## config.mk

```make
export PLATFORM = sky130hd
export DESIGN_NAME = mem_port_arbiter
export DESIGN_NICKNAME = d
export VERILOG_FILES = /design/src/rtl/mem_port_arbiter.sv
export SDC_FILE = /design/constraint.sdc
export NUM_CORES = 1
export LEC_CHECK = 0
export CORE_AREA = 2 2 353 355
export DETAILED_ROUTE_END_ITERATION = 8
export DIE_AREA = 0 0 355 357
export SETUP_SLACK_MARGIN = 0.1
export SYNTH_ARGS = -nofsm -noshare
export SYNTH_HDL_FRONTEND = slang
export SYNTH_SLANG_ARGS = --single-unit
export TNS_END_PERCENT = 30
```

## constraint.sdc

```tcl
create_clock -name clk -period 4.5 [get_ports clk]
set_input_delay 1.125 -clock clk [delete_from_list [all_inputs] [get_ports clk]]
set_output_delay 1.125 -clock clk [all_outputs]
set_load 0.02 [all_outputs]
```

## src/rtl/mem_port_arbiter.sv

```systemverilog
// rtl/mem_port_arbiter.sv - shares one backing-memory port between I-cache (c0) and D-cache (c1)
// Optional feature macro: MEM_ARB_RR_EN (round-robin arbitration; fixed priority to c1 when undefined)
module mem_port_arbiter #(
  parameter int ADDR_W = 10,
  parameter int LINE_W = 128,
  parameter int MASK_W = LINE_W / 8
) (
  input  logic              clk,
  input  logic              rst,
  input  logic              c0_r_req_valid,
  output logic              c0_r_req_ready,
  input  logic [ADDR_W-1:0] c0_r_req_addr,
  output logic              c0_r_resp_valid,
  output logic [LINE_W-1:0] c0_r_resp_rdata,
  input  logic              c0_w_req_valid,
  output logic              c0_w_req_ready,
  input  logic [ADDR_W-1:0] c0_w_req_addr,
  input  logic [LINE_W-1:0] c0_w_req_data,
  input  logic [MASK_W-1:0] c0_w_req_wmask,
  output logic              c0_w_resp_valid,
  input  logic              c1_r_req_valid,
  output logic              c1_r_req_ready,
  input  logic [ADDR_W-1:0] c1_r_req_addr,
  output logic              c1_r_resp_valid,
  output logic [LINE_W-1:0] c1_r_resp_rdata,
  input  logic              c1_w_req_valid,
  output logic              c1_w_req_ready,
  input  logic [ADDR_W-1:0] c1_w_req_addr,
  input  logic [LINE_W-1:0] c1_w_req_data,
  input  logic [MASK_W-1:0] c1_w_req_wmask,
  output logic              c1_w_resp_valid,
  output logic              mem_r_req_valid,
  input  logic              mem_r_req_ready,
  output logic [ADDR_W-1:0] mem_r_req_addr,
  input  logic              mem_r_resp_valid,
  input  logic [LINE_W-1:0] mem_r_resp_rdata,
  output logic              mem_w_req_valid,
  input  logic              mem_w_req_ready,
  output logic [ADDR_W-1:0] mem_w_req_addr,
  output logic [LINE_W-1:0] mem_w_req_data,
  output logic [MASK_W-1:0] mem_w_req_wmask,
  input  logic              mem_w_resp_valid,
  output logic              busy,
  output logic              owner,
  output logic              proto_err
);

  typedef enum logic [1:0] {S_IDLE, S_REQ, S_WAIT} state_t;

  state_t state_q, state_d;
  logic   owner_q, owner_d;
  logic   is_write_q, is_write_d;
  logic   last_owner_q, last_owner_d;
  logic   proto_err_q, proto_err_d;

  logic c0_any, c1_any, grant, own_valid;

  assign c0_any = c0_r_req_valid | c0_w_req_valid;
  assign c1_any = c1_r_req_valid | c1_w_req_valid;

  // Read data is broadcast; each requester qualifies it with its own resp_valid
  assign c0_r_resp_rdata = mem_r_resp_rdata;
  assign c1_r_resp_rdata = mem_r_resp_rdata;

  assign busy      = (state_q != S_IDLE);
  assign owner     = busy & owner_q;
  assign proto_err = proto_err_q;

  // Requester selection between c0 and c1 on a new arbitration
`ifdef MEM_ARB_RR_EN
  assign grant = (c0_any && c1_any) ? ~last_owner_q : c1_any;
`else
  assign grant = c1_any;
`endif

  // Owner's live valid for the latched transaction type
  assign own_valid = is_write_q ? (owner_q ? c1_w_req_valid : c0_w_req_valid)
                                : (owner_q ? c1_r_req_valid : c0_r_req_valid);

  // State and transaction registers
  always_ff @(posedge clk) begin
    if (rst) begin
      state_q      <= S_IDLE;
      owner_q      <= 1'b0;
      is_write_q   <= 1'b0;
      last_owner_q <= 1'b1;
      proto_err_q  <= 1'b0;
    end else begin
      state_q      <= state_d;
      owner_q      <= owner_d;
      is_write_q   <= is_write_d;
      last_owner_q <= last_owner_d;
      proto_err_q  <= proto_err_d;
    end
  end

  // Next-state logic plus request/response routing
  always_comb begin
    state_d         = state_q;
    owner_d         = owner_q;
    is_write_d      = is_write_q;
    last_owner_d    = last_owner_q;
    proto_err_d     = proto_err_q;
    c0_r_req_ready  = 1'b0;
    c1_r_req_ready  = 1'b0;
    c0_w_req_ready  = 1'b0;
    c1_w_req_ready  = 1'b0;
    c0_r_resp_valid = 1'b0;
    c1_r_resp_valid = 1'b0;
    c0_w_resp_valid = 1'b0;
    c1_w_resp_valid = 1'b0;
    mem_r_req_valid = 1'b0;
    mem_r_req_addr  = '0;
    mem_w_req_valid = 1'b0;
    mem_w_req_addr  = '0;
    mem_w_req_data  = '0;
    mem_w_req_wmask = '0;

    // Responses are only legal while waiting for one
    if (state_q != S_WAIT && (mem_r_resp_valid || mem_w_resp_valid)) begin
      proto_err_d = 1'b1;
    end

    case (state_q)
      S_IDLE: begin
        if (c0_any || c1_any) begin
          owner_d    = grant;
          is_write_d = grant ? c1_w_req_valid : c0_w_req_valid;
          state_d    = S_REQ;
        end
      end
      S_REQ: begin
        if (!own_valid) begin
          state_d = S_IDLE;
        end else if (is_write_q) begin
          mem_w_req_valid = 1'b1;
          mem_w_req_addr  = owner_q ? c1_w_req_addr  : c0_w_req_addr;
          mem_w_req_data  = owner_q ? c1_w_req_data  : c0_w_req_data;
          mem_w_req_wmask = owner_q ? c1_w_req_wmask : c0_w_req_wmask;
          c1_w_req_ready  = owner_q & mem_w_req_ready;
          c0_w_req_ready  = ~owner_q & mem_w_req_ready;
          if (mem_w_req_ready) begin
            state_d      = S_WAIT;
            last_owner_d = owner_q;
          end
        end else begin
          mem_r_req_valid = 1'b1;
          mem_r_req_addr  = owner_q ? c1_r_req_addr : c0_r_req_addr;
          c1_r_req_ready  = owner_q & mem_r_req_ready;
          c0_r_req_ready  = ~owner_q & mem_r_req_ready;
          if (mem_r_req_ready) begin
            state_d      = S_WAIT;
            last_owner_d = owner_q;
          end
        end
      end
      S_WAIT: begin
        if (is_write_q) begin
          if (mem_w_resp_valid) begin
            c1_w_resp_valid = owner_q;
            c0_w_resp_valid = ~owner_q;
            state_d         = S_IDLE;
          end
          if (mem_r_resp_valid) proto_err_d = 1'b1;
        end else begin
          if (mem_r_resp_valid) begin
            c1_r_resp_valid = owner_q;
            c0_r_resp_valid = ~owner_q;
            state_d         = S_IDLE;
          end
          if (mem_w_resp_valid) proto_err_d = 1'b1;
        end
      end
      default: state_d = S_IDLE;
    endcase
  end

endmodule

```

==> PnR_summary.wiki <==
{| class="wikitable"
! Metric !! Value
|-
| Status || completed
|-
| Ratio of final minimum period to clock period || 95.9%
|-
| Count of final hold-check violations || 0
|-
| Global-route wire length before repair || 86000 um
|-
| Number of iterations in the first detailed-routing pass || 4
|-
| Clock tree from TritonCTS || done
|-
| Number of antenna violations at the first check in global routing || 53
|-
| Number of nets with antenna violations after detailed routing || 0
|-
| Post-Synth Adder-Cell Area || 0%
|-
| Setup TNS || 0 ps
|-
| Horizontal die dimension || roughly 360 um
|-
| Final #Nets || between 1000 and 1500
|-
| Highest clock frequency the design can meet || 232 MHz
|-
| Ports || about 900
|-
| Yosys reg bits || 5
|-
| Util after Layout || 9.07%
|-
| Num Clock Sinks || 5
|-
| DR iter-0 viols || 250
|-
| Slew of the pin with the lowest slew margin || 1060 ps
|-
| Synthesized netlist net count || 1140
|-
| Yosys warning total || 0
|-
| Most common library cell in the layout ignoring fill and taps || sky130_fd_sc_hd__clkdlybuf4s50_1
|-
| Fraction of synthesized cell area in xor and xnor cells || 0%
|-
| Filler Cell Count || 14300
|-
| Sequential cell area || 104 um^2
|-
| Ratio of total power to cell area || around 120 nW/um^2
|-
| Hold buffers post-CTS || 0
|-
| FP Rows || 129
|-
| Nature of the critical path endpoint || output pin
|-
| Cells taking the most area after synthesis || sky130_fd_sc_hd__buf_4, sky130_fd_sc_hd__mux2i_1, sky130_fd_sc_hd__nor2_1
|-
| Max_slew headroom || 27.0%
|-
| Post-synth top area cell || sky130_fd_sc_hd__buf_4
|-
| Maximum capacitance violations || 0
|-
| Cell leakage power || 3.69 nW
|-
| Per-cell routed wire length || 29.4 um
|-
| Via count || 5768
|-
| Height of the die || about 360 um
|-
| Layout cell share with drive strength beyond 1 || 16.4%
|-
| Drt drc || 0
|-
| Buffers & Inverters on Critical Path || 3
|-
| Post-Layout Inst Area || about 11000 um^2
|-
| HPWL after detailed placement || ~71000 um
|-
| DP Area || between 10000 and 15000 um^2
|-
| Vias per inst || around 2.3
|-
| Area of the core || 123000 um^2
|-
| Maximum number of pins on one net before global-route repair || 76
|-
| Multi-input gate area || 2550 um^2
|-
| CTS Buf Count || 3
|-
| Total wire length after detailed routing || ~75000 um
|-
| Sort of element at the start of the critical path || input pin
|-
| Overflow after GRT || 0
|-
| Post-synthesis simple-gate area fraction || 16.0%
|-
| Cell count after synthesis || between 600 and 700
|-
| CP required || 3380 ps
|-
| Initial cell density of the core || ~3.9%
|-
| Source-to-sink clock delay at the later pin of the worst-skew pair || 230 ps
|-
| Combinational family with the most area after synthesis || buffers and inverters
|-
| Post-layout total power || 0.00132 W
|-
| Kind of critical path || input pin to output pin
|-
| H-Tree Level Count || 1
|-
| Most used cell, CP || sky130_fd_sc_hd__clkdlybuf4s50_1
|-
| Setup violations, final || 0
|-
| Root buffer selected by CTS || sky130_fd_sc_hd__clkbuf_16
|-
| Complex-gate fraction of the synthesized area || between 1.5 and 2%
|-
| Fin crit period || 4320 ps
|-
| Portion of synthesized cell area occupied by the leading cell type || 42.6%
|-
| Slowest cell on crit path || sky130_fd_sc_hd__clkdlybuf4s50_1
|-
| Buffer levels on the longest clock path || 2
|-
| Commonest cells after routing, fill and taps aside || sky130_fd_sc_hd__clkdlybuf4s50_1, sky130_fd_sc_hd__nor2_1, sky130_fd_sc_hd__mux2i_1
|-
| Cell chain of the critical path || clkdlybuf4s50_1, mux2_4, nand3_4, buf_12, nor2_1, clkdlybuf4s50_1
|-
| Buffers inserted by post-CTS timing repair || 0
|-
| Layout Skew || 3.30 ps
|-
| Data arrival time of the critical path || approximately 3200 ps
|-
| Gr usage total || approximately 11%
|-
| Number of gates resized after cts || 1
|-
| Area growth from synthesis to layout || 131%
|-
| Sequential share of the synthesized area || 2.07%
|-
| Hold Crit Class || register to register
|-
| Routability cong. || 0.754
|-
| Number of distinct library cells after synthesis || 32
|-
| IR Drop Worst-Case VDD || between 0.00009 and 0.0001 V
|-
| Longest individual stage delay on the worst path || 620 ps
|-
| Cell family contributing the most delay on the critical path || buffers and inverters
|-
| Mux contribution to synthesized area || between 30% and 40%
|-
| I/O Buffers || 514
|-
| Post-Syn Area || 4830 um^2
|-
| Average cell area after synthesis || 7.17 um^2
|-
| Setup repair after global routing missed its margin || no
|-
| Maximum fanout encountered on the critical timing path || 54
|-
| Vias in the first global route || 5647
|-
| DIE AREA || 127000 um^2
|-
| Clock-pin slew reported for the worst setup and hold paths after clock tree synthesis || around 40 ps
|-
| Final count of pins violating max slew || 0
|}
sequential cells by signal, indices dropped and copies added, names as in the netlist:
name	flops
is_write_q	1
state_q	2
proto_err	1
owner_q	1
stage by stage:
| stage | hold WS [ps] | cells | setup WS [ps] |
|---|---|---|---|
| global placement | 488 | 2543 | 37.2 |
| floorplan | 589 | 674 | 1310 |
| finish | 521 | 2562 | 184 |
| global route | 548 | 2552 | 119 |
| detailed placement | 508 | 2543 | 60.9 |
| CTS | 522 | 2547 | 198 |
final timing paths:
check | start | endpoint | slack [ps] | cells past startpoint
worst max-delay path | c1_w_req_valid | mem_w_req_data[16] | 180 | 6
worst min-delay path | proto_err | proto_err | 520 | 1
worst max register to register | owner_q | state_q[1] | 2430 | 5
worst min register to register | proto_err | proto_err | 520 | 1
kinds of logic after synthesis:
family | Yosys count
flops | 5
compound gates | 13
simple gates | 189
buf+inv | 300
mux | 167
where the power goes:
part           switching [W]  total [W]  internal (W)
clock network      0.0000350   0.000153      0.000118
registers          0.0000229  0.0000730     0.0000501
logic               0.000509    0.00109      0.000580
total               0.000567    0.00132      0.000748
cells in the mapped netlist:
library cell and count:
sky130_fd_sc_hd__nor2b_1 4, sky130_fd_sc_hd__or3_1 1, sky130_fd_sc_hd__inv_2 1, sky130_fd_sc_hd__nand2_1 2, sky130_fd_sc_hd__and3b_1 1, sky130_fd_sc_hd__and2_1 1, sky130_fd_sc_hd__a2111oi_0 1, sky130_fd_sc_hd__buf_6 1
sky130_fd_sc_hd__o21ba_2 1, sky130_fd_sc_hd__clkbuf_1 1, sky130_fd_sc_hd__or4_1 1, sky130_fd_sc_hd__buf_2 19, sky130_fd_sc_hd__a211o_1 1, sky130_fd_sc_hd__buf_4 274, sky130_fd_sc_hd__inv_1 4, sky130_fd_sc_hd__a41oi_1 1
sky130_fd_sc_hd__nand2b_1 1, sky130_fd_sc_hd__dfxtp_1 5, sky130_fd_sc_hd__o311a_1 1, sky130_fd_sc_hd__a21oi_1 3, sky130_fd_sc_hd__nor3b_1 2, sky130_fd_sc_hd__o31a_1 1, sky130_fd_sc_hd__o21ai_0 2, sky130_fd_sc_hd__nor2_1 168
sky130_fd_sc_hd__nor3_1 2, sky130_fd_sc_hd__a211oi_1 1, sky130_fd_sc_hd__nand3_2 1, sky130_fd_sc_hd__mux2_4 1, sky130_fd_sc_hd__a22o_1 1, sky130_fd_sc_hd__and3_1 4, sky130_fd_sc_hd__mux2i_1 166, sky130_fd_sc_hd__nor4_2 1
layout make-up:
type | instances | share of cell area (%)
diodes | 15 | 0.336
clock buffers | 4 | 0.707
inverters | 5 | 0.168
multi-input cells | 369 | 22.9
flip-flops and latches | 5 | 0.931
well taps | 1637 | 18.4
repair buffers | 527 | 56.6
metal layers:
layer | part of all wire, % | wire length, um | vias to the layer above | track usage, %
li1 | - | - | 2437 | -
met1 | 34 | 25700 | 2500 | 11.3
met2 | 43 | 32600 | 682 | 17.3
met3 | 20 | 14800 | 105 | 9.96
met4 | 2.4 | 1810 | 44 | 2.06
met5 | 0.39 | 297 | - | 0
Note: power is estimated with default switching activity, not from simulation.
